`config.mk`:
```
export PLATFORM = sky130hd
export DESIGN_NAME = writeback_arbiter
export DESIGN_NICKNAME = d
export VERILOG_FILES = /design/src/rtl/writeback_arbiter.sv
export SDC_FILE = /design/constraint.sdc
export NUM_CORES = 1
export LEC_CHECK = 0
export CAP_MARGIN = 20
export CORE_MARGIN = 2
export CORE_UTILIZATION = 35
export DETAILED_ROUTE_END_ITERATION = 8
export PLACE_DENSITY = 0.69
export SETUP_SLACK_MARGIN = 0.1
export SLEW_MARGIN = 0
export SYNTH_ARGS = -nofsm -noshare
export SYNTH_HDL_FRONTEND = slang
export SYNTH_SLANG_ARGS = --single-unit
```
`constraint.sdc`:
```
create_clock -name CLK -period 4 [get_ports CLK]
set_clock_uncertainty 0.05 [all_clocks]
set_input_delay 0.8 -clock CLK [delete_from_list [all_inputs] [get_ports CLK]]
set_output_delay 0.8 -clock CLK [all_outputs]
set_load 0.01 [all_outputs]
```
`src/rtl/writeback_arbiter.sv`:
```
// ---------------------------------------------------------------------------
// writeback_arbiter
//
// Purpose: takes finished results from the three execute-stage functional units
// and puts them onto the one register-file write port. Index 0 is the arithmetic
// unit (AU), 1 is the multiply unit (MU) and 2 is the load-store unit (LSU).
// Each source has its own small result FIFO. A unit therefore stalls only when
// its own FIFO is full. Each cycle one non-empty FIFO is granted, and its head
// entry is registered onto wen/w_sel/w_data.
//
// Build option:
//   WB_ARB_RR_EN  defined   -> round-robin arbitration. The search starts one
//                              past the last granted source.
//                 undefined -> fixed priority LSU > MU > AU. No last-grant
//                              register is built.
//
// Parameters:
//   FIFO_DEPTH   entries per source FIFO. Must be a power of two and >= 2.
//
// Ports:
//   CLK                      core clock; all state changes on the rising edge
//   RST                      asynchronous, active-high reset
//   flush                    synchronous flush; drops every buffered result
//   au/mu/lsu_valid          the source presents a result
//   au/mu/lsu_rd   [4:0]     destination register (rd == 0 is accepted, then dropped)
//   au/mu/lsu_wdata[31:0]    result data
//   au/mu/lsu_ready          the source FIFO has room (depends on state only)
//   wen                      register-file write enable (registered)
//   w_sel          [4:0]     register-file write index (registered)
//   w_data         [31:0]    register-file write data (registered)
//   busy                     some FIFO is non-empty, or a write is being presented
// ---------------------------------------------------------------------------
module writeback_arbiter #(
    parameter int FIFO_DEPTH = 2
) (
    input  logic        CLK,
    input  logic        RST,
    input  logic        flush,
    input  logic        au_valid,
    input  logic [4:0]  au_rd,
    input  logic [31:0] au_wdata,
    output logic        au_ready,
    input  logic        mu_valid,
    input  logic [4:0]  mu_rd,
    input  logic [31:0] mu_wdata,
    output logic        mu_ready,
    input  logic        lsu_valid,
    input  logic [4:0]  lsu_rd,
    input  logic [31:0] lsu_wdata,
    output logic        lsu_ready,
    output logic        wen,
    output logic [4:0]  w_sel,
    output logic [31:0] w_data,
    output logic        busy
);

    localparam int NSRC    = 3;
    localparam int PTR_W   = $clog2(FIFO_DEPTH);
    localparam int CNT_W   = PTR_W + 1;
    localparam int ENTRY_W = 5 + 32;

    // Source-indexed views of the three result interfaces.
    logic [NSRC-1:0] src_valid;
    logic [4:0]      src_rd   [NSRC];
    logic [31:0]     src_data [NSRC];

    assign src_valid   = {lsu_valid, mu_valid, au_valid};
    assign src_rd[0]   = au_rd;
    assign src_rd[1]   = mu_rd;
    assign src_rd[2]   = lsu_rd;
    assign src_data[0] = au_wdata;
    assign src_data[1] = mu_wdata;
    assign src_data[2] = lsu_wdata;

    // FIFO storage and bookkeeping.
    logic [ENTRY_W-1:0] mem    [NSRC][FIFO_DEPTH];
    logic [PTR_W-1:0]   rd_ptr [NSRC];
    logic [PTR_W-1:0]   wr_ptr [NSRC];
    logic [CNT_W-1:0]   count  [NSRC];

    logic [NSRC-1:0]    ready;
    logic [NSRC-1:0]    not_empty;
    logic [NSRC-1:0]    push;
    logic [NSRC-1:0]    grant;
    logic [1:0]         grant_idx;
    logic [ENTRY_W-1:0] head_entry;

    always_comb begin
        for (int i = 0; i < NSRC; i++) begin
            ready[i]     = (count[i] < CNT_W'(FIFO_DEPTH));
            not_empty[i] = (count[i] != '0);
            // A write to x0 completes the handshake but is never stored.
            push[i]      = src_valid[i] & ready[i] & (src_rd[i] != 5'd0);
        end
    end

    assign au_ready  = ready[0];
    assign mu_ready  = ready[1];
    assign lsu_ready = ready[2];

    assign busy = (|not_empty) | wen;

`ifdef WB_ARB_RR_EN
    // Round-robin arbitration. last_grant changes only on a real grant, so an
    // idle cycle does not rotate priority.
    logic [1:0] last_grant;
    logic [1:0] cand;

    function automatic logic [1:0] next_src(input logic [1:0] s);
        return (s == 2'd2) ? 2'd0 : s + 2'd1;
    endfunction

    // NOTE: every variable written in a combinational block gets a default
    // value before any conditional assignment, so no latch is inferred.
    always_comb begin
        grant = '0;
        cand  = next_src(last_grant);
        for (int k = 0; k < NSRC; k++) begin
            if (grant == '0 && not_empty[cand]) begin
                grant[cand] = 1'b1;
            end
            cand = next_src(cand);
        end
    end

    always_ff @(posedge CLK or posedge RST) begin
        if (RST) begin
            last_grant <= 2'd2;
        end else if (!flush && (|grant)) begin
            last_grant <= grant_idx;
        end
    end
`else
    // Fixed priority. Loads go first so the load-store unit is freed early.
    always_comb begin
        grant = '0;
        if (not_empty[2]) begin
            grant[2] = 1'b1;
        end else if (not_empty[1]) begin
            grant[1] = 1'b1;
        end else if (not_empty[0]) begin
            grant[0] = 1'b1;
        end
    end
`endif

    always_comb begin
        grant_idx = 2'd0;
        for (int k = 0; k < NSRC; k++) begin
            if (grant[k]) begin
                grant_idx = 2'(k);
            end
        end
    end

    assign head_entry = mem[grant_idx][rd_ptr[grant_idx]];

    // NOTE: the storage array has no reset. Pointers and counts decide which
    // entries are valid, so stale contents are never observed.
    always_ff @(posedge CLK) begin
        for (int i = 0; i < NSRC; i++) begin
            if (!flush && push[i]) begin
                mem[i][wr_ptr[i]] <= {src_rd[i], src_data[i]};
            end
        end
    end

    // NOTE: sequential state uses non-blocking assignments only. Every
    // register then samples the values from before the edge, which keeps the
    // FIFO bookkeeping and the output stage consistent with each other.
    always_ff @(posedge CLK or posedge RST) begin
        if (RST) begin
            for (int i = 0; i < NSRC; i++) begin
                rd_ptr[i] <= '0;
                wr_ptr[i] <= '0;
                count[i]  <= '0;
            end
            wen    <= 1'b0;
            w_sel  <= 5'd0;
            w_data <= 32'd0;
        end else if (flush) begin
            // Flush overrides push and grant. w_sel/w_data keep their values
            // because wen is dropped.
            for (int i = 0; i < NSRC; i++) begin
                rd_ptr[i] <= '0;
                wr_ptr[i] <= '0;
                count[i]  <= '0;
            end
            wen <= 1'b0;
        end else begin
            for (int i = 0; i < NSRC; i++) begin
                if (push[i]) begin
                    wr_ptr[i] <= wr_ptr[i] + PTR_W'(1);
                end
                if (grant[i]) begin
                    rd_ptr[i] <= rd_ptr[i] + PTR_W'(1);
                end
                case ({push[i], grant[i]})
                    2'b10:   count[i] <= count[i] + CNT_W'(1);
                    2'b01:   count[i] <= count[i] - CNT_W'(1);
                    default: ;
                endcase
            end
            wen <= |grant;
            if (|grant) begin
                {w_sel, w_data} <= head_entry;
            end
        end
    end

endmodule

```
==> impl_metrics.ini <==
[status]
outcome = finished, final reports clean

[min_path]
min_path_type = reg2reg

[logic_synthesis]
synthFlopType = edfxtp_1
yosys.area.top_type = edfxtp_1
synthCells = 766
syn_avg_cell_area_sq_um = 13.9
netlist_top_cells_area = edfxtp_1 63%, dfrtp_1 12%, a311o_1 7.0%
ys_ff_latch = 272
async_flop_share_pct = 18.4
synth_edf_count = 222
synth_top_area_share_pct = 62.6
synth_area_sq_mm = 0.0107
ys_seq_area_share_pct = 74.3
syn-num-nets = 883
ys_warn_count = 0
yosysMostFrequentCell = edfxtp_1
synth_common_cells = 222 x edfxtp_1, 123 x nor2_1, 79 x o21ai_0
yosysUniqueCellTypes = 39

[sta]
whs_ns = 0.494
hold_viol = 0
period_share_pct = 84.9
fin_crit_ns = 3.39
maxSlewViolCount = 0
tns_ns = 0
rsz0062_at_grt = false
max_freq_mhz = 295
tightest_slew_ns = 1.06
setup_viol = 0
maxSlewHeadroom_pct = 29.1
setup_slack_ns = 0.606

[critical_path]
worst_path_max_delay_cell = dfrtp_2
worstSetupStartpointType = flop
critPathMaxStageDelay_ns = 0.64
worst_setup_path_end_kind = output pin
crit_family = simple AND/OR/NAND/NOR gates
path_max_fanout = 43
crit_buf_inv = 1
crit_path_cell_trace = nor4_4, nand3b_1, clkdlybuf4s50_1
arrival_ns = 2.54
path_class = reg2out
required_ns = 3.15

[clocking]
cts_tree = yes
cts_setup_buffers = 0
htreeDepth = 1
cts-root-buf = clkbuf_16
cts.sinks = 272
cts.clk_slew.worst_paths_ns = 0.06
clock_path_buffers = 3
hold_buffers = 0
cts_resized = 0
numCtsBuffers = 29
clock_latency_ns = 0.56

[grt]
grt_pass1_vias = 7178
grt_pass1_wl_mm = 41.0
antenna_found_initial = 1
grt_overflow = 0
track_usage_pct = 17.0
grt_max_degree = 77

[power]
power_leakage_nw = 4.61
max-vdd-ir-drop_mv = 0.317
power_density_mw_per_mm2 = 509

[cells_and_area]
layout.nets = 1031
design_area_sq_mm = 0.0136
drive_gt1_share_pct = 7.91
syn2layout_area_growth_pct = 27.2

[drt]
wl_met2_mm = 13.4
num_vias = 6980
drt-vias-per-instance = 5.26
routedWlPerCell_um = 20.5
met1Wirelength_mm = 11.5
drt_iter0_markers = 431
drc = 0
wirelength_mm = 27.2
drtPass1Iterations = 5
met3WireLength_mm = 1.52
ant_nets = 0
top_layer = met4

[die]
die-area_sq_mm = 0.0319
rows = 63
ios = 159
fp.dieW_um = 178
start_util_pct = 35.8
core_sq_mm = 0.0298
die_h_um = 178

[placement]
dpl-instance-area_sq_mm = 0.0127
dp_hpwl_mm = 17.6
portBuffers = 158
gp_congestion = 0.758
place_ws_ns = 0.498

[job]
cap_violations = 0
==> registers in the layout (all words and copies together), names as in the netlist <==
register	flops
w_data	32
rd_ptr	3
w_sel	5
wr_ptr	3
count	6
wen	1
mem	222
==> power breakdown <==
group | leakage (nW) | switching, mW | internal (mW)
Combinational | 1.57 | 0.507 | 0.492
Clock | 0.421 | 1.07 | 1.42
Sequential | 2.62 | 0.115 | 3.30
==> final timing paths <==
check / start / endpoint / slack, ns / cells after the start
max: count[3] / busy / 0.61 / 3
min: w_data[13] / w_data[13] / 0.49 / 2
max reg2reg: count[3] / w_data[1] / 1.08 / 6
min reg2reg: w_data[13] / w_data[13] / 0.49 / 2
max in group asynchronous: RST / w_data[0] / 2.57 / 3
min in group asynchronous: RST / w_data[20] / 0.62 / 2
==> layout make-up <==
cell class / count / area (sq um)
repair buffers: 176 / 1720
inverters: 7 / 26.3
diodes: 1 / 2.50
multi-input cells: 428 / 2510
clock inverters: 14 / 110
well taps: 390 / 488
flip-flops and latches: 272 / 7920
clock buffers: 39 / 773
fillers: 2694 / 16200
==> layout by cell type, fill, tap and decap left out, drive strengths merged, types with 4 or more instances in the layout <==
master,netlist,final
edfxtp,222,222
clkdlybuf4s50,0,158
nor2,125,125
o21ai,80,80
nand2,74,74
a311o,74,74
dfrtp,50,50
clkbuf,46,39
a31oi,38,38
buf,13,18
clkinv,0,9
inv,7,8
xor2,4,4
a21oi,4,4
==> per-stage QoR <==
stage          std cells  power, mW  utilization (%)
5_1_grt             1327       7.18             45.5
4_1_cts             1326       6.96             45.5
2_1_floorplan        766       3.93                -
6_report            1327       6.90             45.5
3_3_place_gp        1273       4.46             42.5
3_5_place_dp        1273       4.48             42.5
==> metal layers <==
layer / track usage (%) / vias to the layer above
li1: - / 3214
met1: 22.1 / 3497
met2: 29.0 / 225
met3: 2.66 / 44
met4: 5.83 / 0
met5: 0 / -
==> worst min-delay path, cell delays in order (launching register included) <==
cell	delay, ns
dfrtp_1	0.34
nor2_1	0.05
a31oi_1	0.12
==> cells by family (layout without fill, tap and decap cells) <==
group / Yosys count / count (layout) / share of synthesized area, %
buffers and inverters: 66 / 236 / 2.90
multiplexers: 1 / 1 / 0.0939
XOR/XNOR: 7 / 7 / 0.575
AND/OR/NAND/NOR: 217 / 217 / 8.40
AO/OA/AOI/OAI: 203 / 203 / 13.7
flip-flops: 272 / 272 / 74.3
other: 0 / 1 / 0
Power figures use the tool's default switching activity.
